===== config.mk =====
export PLATFORM = sky130hd
export DESIGN_NAME = wb_master_bridge_flat
export DESIGN_NICKNAME = d
export VERILOG_FILES = /design/src/rtl/wb_master_bridge_pkg.sv /design/src/rtl/wb_master_bridge_if.sv /design/src/rtl/wb_timeout_ctr.sv /design/src/rtl/wb_master_bridge.sv /design/src/flat_wrapper.sv
export SDC_FILE = /design/constraint.sdc
export NUM_CORES = 1
export LEC_CHECK = 0
export ABC_CLOCK_PERIOD_IN_PS = 1720
export BUFFER_PORTS_ARGS = -buffer_cell sky130_fd_sc_hd__buf_2
export CAP_MARGIN = 15
export CORE_MARGIN = 5
export CORE_UTILIZATION = 40
export CTS_CLUSTER_DIAMETER = 120
export CTS_CLUSTER_SIZE = 30
export DETAILED_ROUTE_END_ITERATION = 10
export GPL_ROUTABILITY_DRIVEN = 1
export PLACE_DENSITY = 0.72
export SYNTH_ARGS = -nofsm -noshare
export SYNTH_HDL_FRONTEND = slang
export SYNTH_SLANG_ARGS = --single-unit
export TNS_END_PERCENT = 5

===== constraint.sdc =====
create_clock -name wb_clk_i -period 1.72 [get_ports wb_clk_i]
set_input_delay 0.172 -clock wb_clk_i [delete_from_list [all_inputs] [get_ports wb_clk_i]]
set_output_delay 0.172 -clock wb_clk_i [all_outputs]
set_load 0.005 [all_outputs]

===== src/rtl/wb_master_bridge_pkg.sv =====
// rtl/wb_master_bridge_pkg.sv - shared widths, FSM states and request record for the Wishbone bridge
package wb_pkg;

  localparam int WB_AW = 32;
  localparam int WB_DW = 32;
  localparam int WB_SW = 4;

  typedef enum logic [1:0] {
    IDLE = 2'd0,
    BUS  = 2'd1,
    RESP = 2'd2
  } state_e;

  typedef struct packed {
    logic             we;
    logic [WB_AW-1:0] adr;
    logic [WB_DW-1:0] dat;
    logic [WB_SW-1:0] sel;
  } wb_req_t;

endpackage


===== src/rtl/wb_master_bridge_if.sv =====
// rtl/wb_master_bridge_if.sv - request/response handshake plus Wishbone initiator signals
interface wb_master_bridge_if;
  import wb_pkg::*;

  logic             req_valid_i;
  logic             req_ready_o;
  logic             req_we_i;
  logic [WB_AW-1:0] req_adr_i;
  logic [WB_DW-1:0] req_dat_i;
  logic [WB_SW-1:0] req_sel_i;
  logic             rsp_valid_o;
  logic             rsp_ready_i;
  logic [WB_DW-1:0] rsp_dat_o;
  logic             rsp_err_o;
  logic             wbm_cyc_o;
  logic             wbm_stb_o;
  logic             wbm_we_o;
  logic [WB_AW-1:0] wbm_adr_o;
  logic [WB_DW-1:0] wbm_dat_o;
  logic [WB_SW-1:0] wbm_sel_o;
  logic [WB_DW-1:0] wbm_dat_i;
  logic             wbm_ack_i;

  // master: the bridge itself; slave: the requester and Wishbone target around it
  modport master (
    input  req_valid_i, req_we_i, req_adr_i, req_dat_i, req_sel_i, rsp_ready_i,
           wbm_dat_i, wbm_ack_i,
    output req_ready_o, rsp_valid_o, rsp_dat_o, rsp_err_o,
           wbm_cyc_o, wbm_stb_o, wbm_we_o, wbm_adr_o, wbm_dat_o, wbm_sel_o
  );

  modport slave (
    output req_valid_i, req_we_i, req_adr_i, req_dat_i, req_sel_i, rsp_ready_i,
           wbm_dat_i, wbm_ack_i,
    input  req_ready_o, rsp_valid_o, rsp_dat_o, rsp_err_o,
           wbm_cyc_o, wbm_stb_o, wbm_we_o, wbm_adr_o, wbm_dat_o, wbm_sel_o
  );

endinterface


===== src/rtl/wb_timeout_ctr.sv =====
// rtl/wb_timeout_ctr.sv - per-transaction bus-cycle counter with terminal-count flag
module wb_timeout_ctr #(
  parameter int TIMEOUT = 255
) (
  input  logic clk,
  input  logic rst_ni,
  input  logic clr,
  input  logic inc,
  output logic tc
);

  localparam int CW = (TIMEOUT < 1) ? 1 : $clog2(TIMEOUT + 1);
  localparam logic [CW-1:0] TC_VAL = CW'((TIMEOUT == 0) ? 0 : TIMEOUT - 1);

  logic [CW-1:0] cnt_q;

  always_ff @(posedge clk) begin
    if (!rst_ni) begin
      cnt_q <= '0;
    end else if (clr) begin
      cnt_q <= '0;
    end else if (inc) begin
      cnt_q <= cnt_q + CW'(1);
    end
  end

  // A zero TIMEOUT never raises the flag, so the bus waits for ack forever
  assign tc = (TIMEOUT != 0) && (cnt_q == TC_VAL);

endmodule


===== src/rtl/wb_master_bridge.sv =====
// rtl/wb_master_bridge.sv - valid/ready to single classic Wishbone cycle initiator with ack timeout
module wb_master_bridge
  import wb_pkg::*;
#(
  parameter int TIMEOUT  = 255,
  parameter int ERRCNT_W = 8
) (
  input  logic                wb_clk_i,
  input  logic                wb_rst_ni,
  wb_master_bridge_if.master  bus,
  output logic                busy_o,
  output logic [ERRCNT_W-1:0] err_cnt_o
);

  state_e              state_q, state_d;
  wb_req_t             req_q, req_d;
  logic                we_q, we_d;
  logic                cyc_q, cyc_d;
  logic [WB_DW-1:0]    rsp_dat_q, rsp_dat_d;
  logic                rsp_err_q, rsp_err_d;
  logic [ERRCNT_W-1:0] err_cnt_q, err_cnt_d;
  logic                tmr_clr, tmr_inc, tmr_tc;

  wb_timeout_ctr #(.TIMEOUT(TIMEOUT)) u_timeout_ctr (
    .clk    (wb_clk_i),
    .rst_ni (wb_rst_ni),
    .clr    (tmr_clr),
    .inc    (tmr_inc),
    .tc     (tmr_tc)
  );

  always_ff @(posedge wb_clk_i) begin
    if (!wb_rst_ni) begin
      state_q   <= IDLE;
      req_q     <= '0;
      we_q      <= 1'b0;
      cyc_q     <= 1'b0;
      rsp_dat_q <= '0;
      rsp_err_q <= 1'b0;
      err_cnt_q <= '0;
    end else begin
      state_q   <= state_d;
      req_q     <= req_d;
      we_q      <= we_d;
      cyc_q     <= cyc_d;
      rsp_dat_q <= rsp_dat_d;
      rsp_err_q <= rsp_err_d;
      err_cnt_q <= err_cnt_d;
    end
  end

  always_comb begin
    state_d   = state_q;
    req_d     = req_q;
    we_d      = we_q;
    cyc_d     = cyc_q;
    rsp_dat_d = rsp_dat_q;
    rsp_err_d = rsp_err_q;
    err_cnt_d = err_cnt_q;
    tmr_clr   = 1'b0;
    tmr_inc   = 1'b0;
    unique case (state_q)
      IDLE: begin
        if (bus.req_valid_i) begin
          req_d   = '{we: bus.req_we_i, adr: bus.req_adr_i,
                      dat: bus.req_dat_i, sel: bus.req_sel_i};
          we_d    = bus.req_we_i;
          cyc_d   = 1'b1;
          tmr_clr = 1'b1;
          state_d = BUS;
        end
      end
      BUS: begin
        tmr_inc = 1'b1;
        // Ack is tested first so it wins over a timeout landing on the same cycle
        if (bus.wbm_ack_i) begin
          rsp_dat_d = req_q.we ? '0 : bus.wbm_dat_i;
          rsp_err_d = 1'b0;
          cyc_d     = 1'b0;
          we_d      = 1'b0;
          state_d   = RESP;
        end else if (tmr_tc) begin
          rsp_dat_d = '0;
          rsp_err_d = 1'b1;
          cyc_d     = 1'b0;
          we_d      = 1'b0;
          if (err_cnt_q != '1) begin
            err_cnt_d = err_cnt_q + ERRCNT_W'(1);
          end
          state_d   = RESP;
        end
      end
      RESP: begin
        if (bus.rsp_ready_i) begin
          state_d = IDLE;
        end
      end
      default: state_d = IDLE;
    endcase
  end

  // Ready is gated by reset so it reads 0 while reset is held, whatever the state
  assign bus.req_ready_o = wb_rst_ni && (state_q == IDLE);
  assign bus.rsp_valid_o = (state_q == RESP);
  assign bus.rsp_dat_o   = rsp_dat_q;
  assign bus.rsp_err_o   = rsp_err_q;
  assign bus.wbm_cyc_o   = cyc_q;
  assign bus.wbm_stb_o   = cyc_q;
  assign bus.wbm_we_o    = we_q;
  assign bus.wbm_adr_o   = req_q.adr;
  assign bus.wbm_dat_o   = req_q.dat;
  assign bus.wbm_sel_o   = req_q.sel;
  assign busy_o          = (state_q != IDLE);
  assign err_cnt_o       = err_cnt_q;

endmodule


===== src/flat_wrapper.sv =====
// flat-port wrapper written by rule: the top's interface ports become plain ports
module wb_master_bridge_flat import wb_pkg::*;
#(
  parameter int TIMEOUT  = 255,
  parameter int ERRCNT_W = 8
)
  (wb_clk_i, wb_rst_ni, busy_o, err_cnt_o, bus_req_valid_i, bus_req_we_i, bus_req_adr_i, bus_req_dat_i, bus_req_sel_i, bus_rsp_ready_i, bus_wbm_dat_i, bus_wbm_ack_i, bus_req_ready_o, bus_rsp_valid_o, bus_rsp_dat_o, bus_rsp_err_o, bus_wbm_cyc_o, bus_wbm_stb_o, bus_wbm_we_o, bus_wbm_adr_o, bus_wbm_dat_o, bus_wbm_sel_o);
  wb_master_bridge_if bus_i ();
  input  logic wb_clk_i;
  input  logic wb_rst_ni;
  output logic busy_o;
  output logic [ERRCNT_W-1:0] err_cnt_o;
  input wire logic [$bits(bus_i.req_valid_i)-1:0] bus_req_valid_i;
  input wire logic [$bits(bus_i.req_we_i)-1:0] bus_req_we_i;
  input wire logic [$bits(bus_i.req_adr_i)-1:0] bus_req_adr_i;
  input wire logic [$bits(bus_i.req_dat_i)-1:0] bus_req_dat_i;
  input wire logic [$bits(bus_i.req_sel_i)-1:0] bus_req_sel_i;
  input wire logic [$bits(bus_i.rsp_ready_i)-1:0] bus_rsp_ready_i;
  input wire logic [$bits(bus_i.wbm_dat_i)-1:0] bus_wbm_dat_i;
  input wire logic [$bits(bus_i.wbm_ack_i)-1:0] bus_wbm_ack_i;
  output wire logic [$bits(bus_i.req_ready_o)-1:0] bus_req_ready_o;
  output wire logic [$bits(bus_i.rsp_valid_o)-1:0] bus_rsp_valid_o;
  output wire logic [$bits(bus_i.rsp_dat_o)-1:0] bus_rsp_dat_o;
  output wire logic [$bits(bus_i.rsp_err_o)-1:0] bus_rsp_err_o;
  output wire logic [$bits(bus_i.wbm_cyc_o)-1:0] bus_wbm_cyc_o;
  output wire logic [$bits(bus_i.wbm_stb_o)-1:0] bus_wbm_stb_o;
  output wire logic [$bits(bus_i.wbm_we_o)-1:0] bus_wbm_we_o;
  output wire logic [$bits(bus_i.wbm_adr_o)-1:0] bus_wbm_adr_o;
  output wire logic [$bits(bus_i.wbm_dat_o)-1:0] bus_wbm_dat_o;
  output wire logic [$bits(bus_i.wbm_sel_o)-1:0] bus_wbm_sel_o;
  assign bus_i.req_valid_i = bus_req_valid_i;
  assign bus_i.req_we_i = bus_req_we_i;
  assign bus_i.req_adr_i = bus_req_adr_i;
  assign bus_i.req_dat_i = bus_req_dat_i;
  assign bus_i.req_sel_i = bus_req_sel_i;
  assign bus_i.rsp_ready_i = bus_rsp_ready_i;
  assign bus_i.wbm_dat_i = bus_wbm_dat_i;
  assign bus_i.wbm_ack_i = bus_wbm_ack_i;
  assign bus_req_ready_o = bus_i.req_ready_o;
  assign bus_rsp_valid_o = bus_i.rsp_valid_o;
  assign bus_rsp_dat_o = bus_i.rsp_dat_o;
  assign bus_rsp_err_o = bus_i.rsp_err_o;
  assign bus_wbm_cyc_o = bus_i.wbm_cyc_o;
  assign bus_wbm_stb_o = bus_i.wbm_stb_o;
  assign bus_wbm_we_o = bus_i.wbm_we_o;
  assign bus_wbm_adr_o = bus_i.wbm_adr_o;
  assign bus_wbm_dat_o = bus_i.wbm_dat_o;
  assign bus_wbm_sel_o = bus_i.wbm_sel_o;
  wb_master_bridge #(.TIMEOUT(TIMEOUT), .ERRCNT_W(ERRCNT_W)) u_core (.wb_clk_i(wb_clk_i), .wb_rst_ni(wb_rst_ni), .bus(bus_i), .busy_o(busy_o), .err_cnt_o(err_cnt_o));
endmodule

==> impl_metrics.toml <==
[routing]
drc = 0
first_iter_violations = 237
drt_first_pass_iters = 4
routed_wirelength_um = 14700
via_per_inst = 4.61
vias = 4879
ant_nets = 0
wl_per_cell_um = 13.9

[critical_path]
crit_type = "register to register"
ff2ff_path_depth = 7
crit_start = "u_core.u_timeout_ctr.cnt_q[0]"
arrival_ns = 2.18
end_kind = "register"
rr_endpoint = "u_core.err_cnt_o[2]"
cp-start-kind = "register"
endpoint = "u_core.err_cnt_o[2]"
required_ns = 2.06
rr_startpoint = "u_core.u_timeout_ctr.cnt_q[0]"
critPathMaxFanout = 8
r2r_setup_slack_ns = -0.12

[logic_synthesis]
syn_area_per_cell_um2 = 8.14
async_reset_ff_frac = 0
synth_top_area_frac = 0.480
synth-seq-area-share = 0.480
synth_warnings = 0
synth_cell_types = 34
syn_nets = 734
synth_area_leaders = "dfxtp_1 (48%), nand2_1 (16%), buf_4 (10%)"
ys_ff_latch = 122
yosys_most_used_dff = "dfxtp_1"
yosysMostFrequentCell = "nand2_1"
synth_edf_count = 0
yosys-top-cells-count = "nand2_1 (213), dfxtp_1 (122), a21oi_1 (77)"
synth_area_leader_cell = "dfxtp_1"
syn-cell-area_um2 = 5090
syn_inst = 625

[finish]
instances_no_fill = 1059
area_delta_synth_final_pct = 49.3
post-route-util = 0.604
regArea_um2 = 2440
layout-drive-gt1-share = 0.339
fillerInstances = 1037
postLayoutCellArea_um2 = 7590
final_nets = 982
multi_input_area_um2 = 2040

[clock_tree]
clk_pin_slew_worst_paths_ns = 0.05
clk_latency_ns = 0.40
root_buffer = "clkbuf_16"
clock-sinks = 122
cts_tree = "built"
cts_buffers = 17
clockBufferDepth = 2
htree_levels = 4

[timing]
drv_slew = 0
hold_viol_final = 0
layout_setup_ws_ns = -0.116
fin_crit_sh = 1.07
skew_ns = 0.00678
tightest_slew_ns = 0.382
max-slew-margin-rel = 0.746
layout_min_cycle_time_ns = 1.84
timing.fmax_mhz = 545
grt_setup_unrepaired = "true"
setup_viol = 6

[run]
cap_viol_max_count = 0

[global_route]
grt_use_total = 0.190
grtUsageMet2 = 0.331
groute.layer.met3.usage = 0.0705
grt_pass1_wl_um = 22700
grt_remaining_overflow = 0
antenna_found_initial = 0
grt.busiest_layer = "met2"
use_met1 = 0.199
grt_pass1_vias = 4915
grt_start_max_net_pins = 55

[die]
die_y_um = 123
pin_count = 221
dieArea_um2 = 15100
start_util = 0.405
core_area_um2 = 12600
fp-row-count = 41
die_x_um = 123

[placement]
dp_hpwl_um = 9180
dp.cells = 944
io_buffers = 220
place_area_um2 = 6080
gp_congestion = 0.829

[power_and_ir_drop]
p_per_area_nw_per_um2 = 1010
p_leak_uw = 0.00343
ir_worst_vdd_mv = 0.605

[hold_path]
hold_path.class = "input pin to register"

[status]
violations = "negative setup slack"
status = "complete, but fails checks"
[worst min-delay path by stage]
| stage | from | to | slack, ns | cells after the start |
|---|---|---|---|---|
| 4_1_cts | bus_wbm_dat_i[14] | u_core.bus.rsp_dat_o[14] | 0.001 | 3 |
| 2_1_floorplan | bus_req_adr_i[0] | u_core.bus.wbm_adr_o[0] | 0.31 | 2 |
| 5_1_grt | bus_req_dat_i[3] | u_core.bus.wbm_dat_o[3] | 0.002 | 3 |
| 3_5_place_dp | bus_req_adr_i[12] | u_core.bus.wbm_adr_o[12] | 0.42 | 3 |
| 3_3_place_gp | bus_req_sel_i[1] | u_core.bus.wbm_sel_o[1] | 0.41 | 3 |
| 6_report | bus_req_dat_i[3] | u_core.bus.wbm_dat_o[3] | 0.01 | 3 |
[repair_timing]
| item | 4_1_cts | 5_1_grt |
|---|---|---|
| gates resized for setup | 2 | 12 |
| setup endpoints to repair | 8 | 8 |
| hold buffers | 81 | 0 |
| pin swaps | 0 | 7 |
| hold endpoints to repair | 81 | 0 |
| setup buffers | 0 | 1 |
[cell type report]
type	count	share of cell area
inverters	5	0.00247
diodes	1	0.000330
clock buffers	25	0.0639
flip-flops and latches	122	0.322
clock inverters	7	0.0181
repair buffers	335	0.296
multi-input cells	392	0.269
well taps	172	0.0283
[critical path, stage by stage, from the launching register on]
cell,delay (ns)
dfxtp_2,0.32
inv_2,0.06
ha_4,0.12
nand3_2,0.06
or4_4,0.61
buf_6,0.15
or3_4,0.32
a21oi_2,0.12
[stage by stage]
| stage | hold WS [ns] | setup TNS, ns | worst slack (ns) | power [uW] |
|---|---|---|---|---|
| after floorplan | 0.308 | -0.318 | -0.0739 | 3550 |
| after global placement | 0.413 | -0.968 | -0.189 | 3800 |
| after detailed placement | 0.418 | -1.07 | -0.215 | 3810 |
| after CTS | 0.00105 | -0.322 | -0.114 | 7720 |
| after global routing | 0.00213 | -0.938 | -0.162 | 7950 |
| final | 0.0117 | -0.430 | -0.116 | 7650 |
[kinds of logic after synthesis]
family,after synthesis,synth area share
multiplexers,34,0.0669
AND/OR/NAND/NOR,257,0.204
AO/OA/AOI/OAI,92,0.0971
flip-flops,122,0.480
adder cells (fa/ha/maj),3,0.00738
buffers and inverters,111,0.134
XOR/XNOR,6,0.0103
[layer usage]
metal	up-vias	wire, um	share of wire
li1	2458	-	-
met1	2192	5660	0.39
met2	186	7310	0.50
met3	43	1230	0.084
met4	0	486	0.033
met5	-	0	0
[cell usage in the layout, fill, tap and decap left out, types with 3 or more instances in the layout]
cell type / n
buf_2: 220
nand2_1: 212
dfxtp_1: 120
dlygate4sd3_1: 81
a21oi_1: 76
mux2i_1: 34
buf_4: 26
clkbuf_16: 17
nor2_1: 12
nand3_1: 6
buf_12: 6
clkbuf_1: 5
bufinv_16: 4
inv_1: 3
nor2b_1: 3
o21ai_0: 3
nand4_1: 3
or4_1: 3
o31ai_1: 3
xnor2_1: 3
xor2_1: 3
clkbuf_8: 3
[report_power, final]
group | total, uW | switching (uW) | leakage [uW] | internal [uW]
logic | 888 | 425 | 0.00214 | 463
registers | 3020 | 62.6 | 0.000996 | 2960
clock network | 3740 | 1200 | 0.000301 | 2540
[state kept, by name, summed over array words and instances, names as in the netlist]
register	count
u_core.req_q	1
u_core.err_cnt_o	8
u_core.bus.rsp_dat_o	32
u_core.bus.wbm_adr_o	32
u_core.u_timeout_ctr.cnt_q	8
u_core.bus.wbm_sel_o	4
u_core.state_q	2
u_core.bus.rsp_err_o	1
u_core.bus.wbm_dat_o	32
u_core.bus.wbm_cyc_o	1
u_core.bus.wbm_we_o	1
No activity file was read; power rests on OpenSTA's default activity.
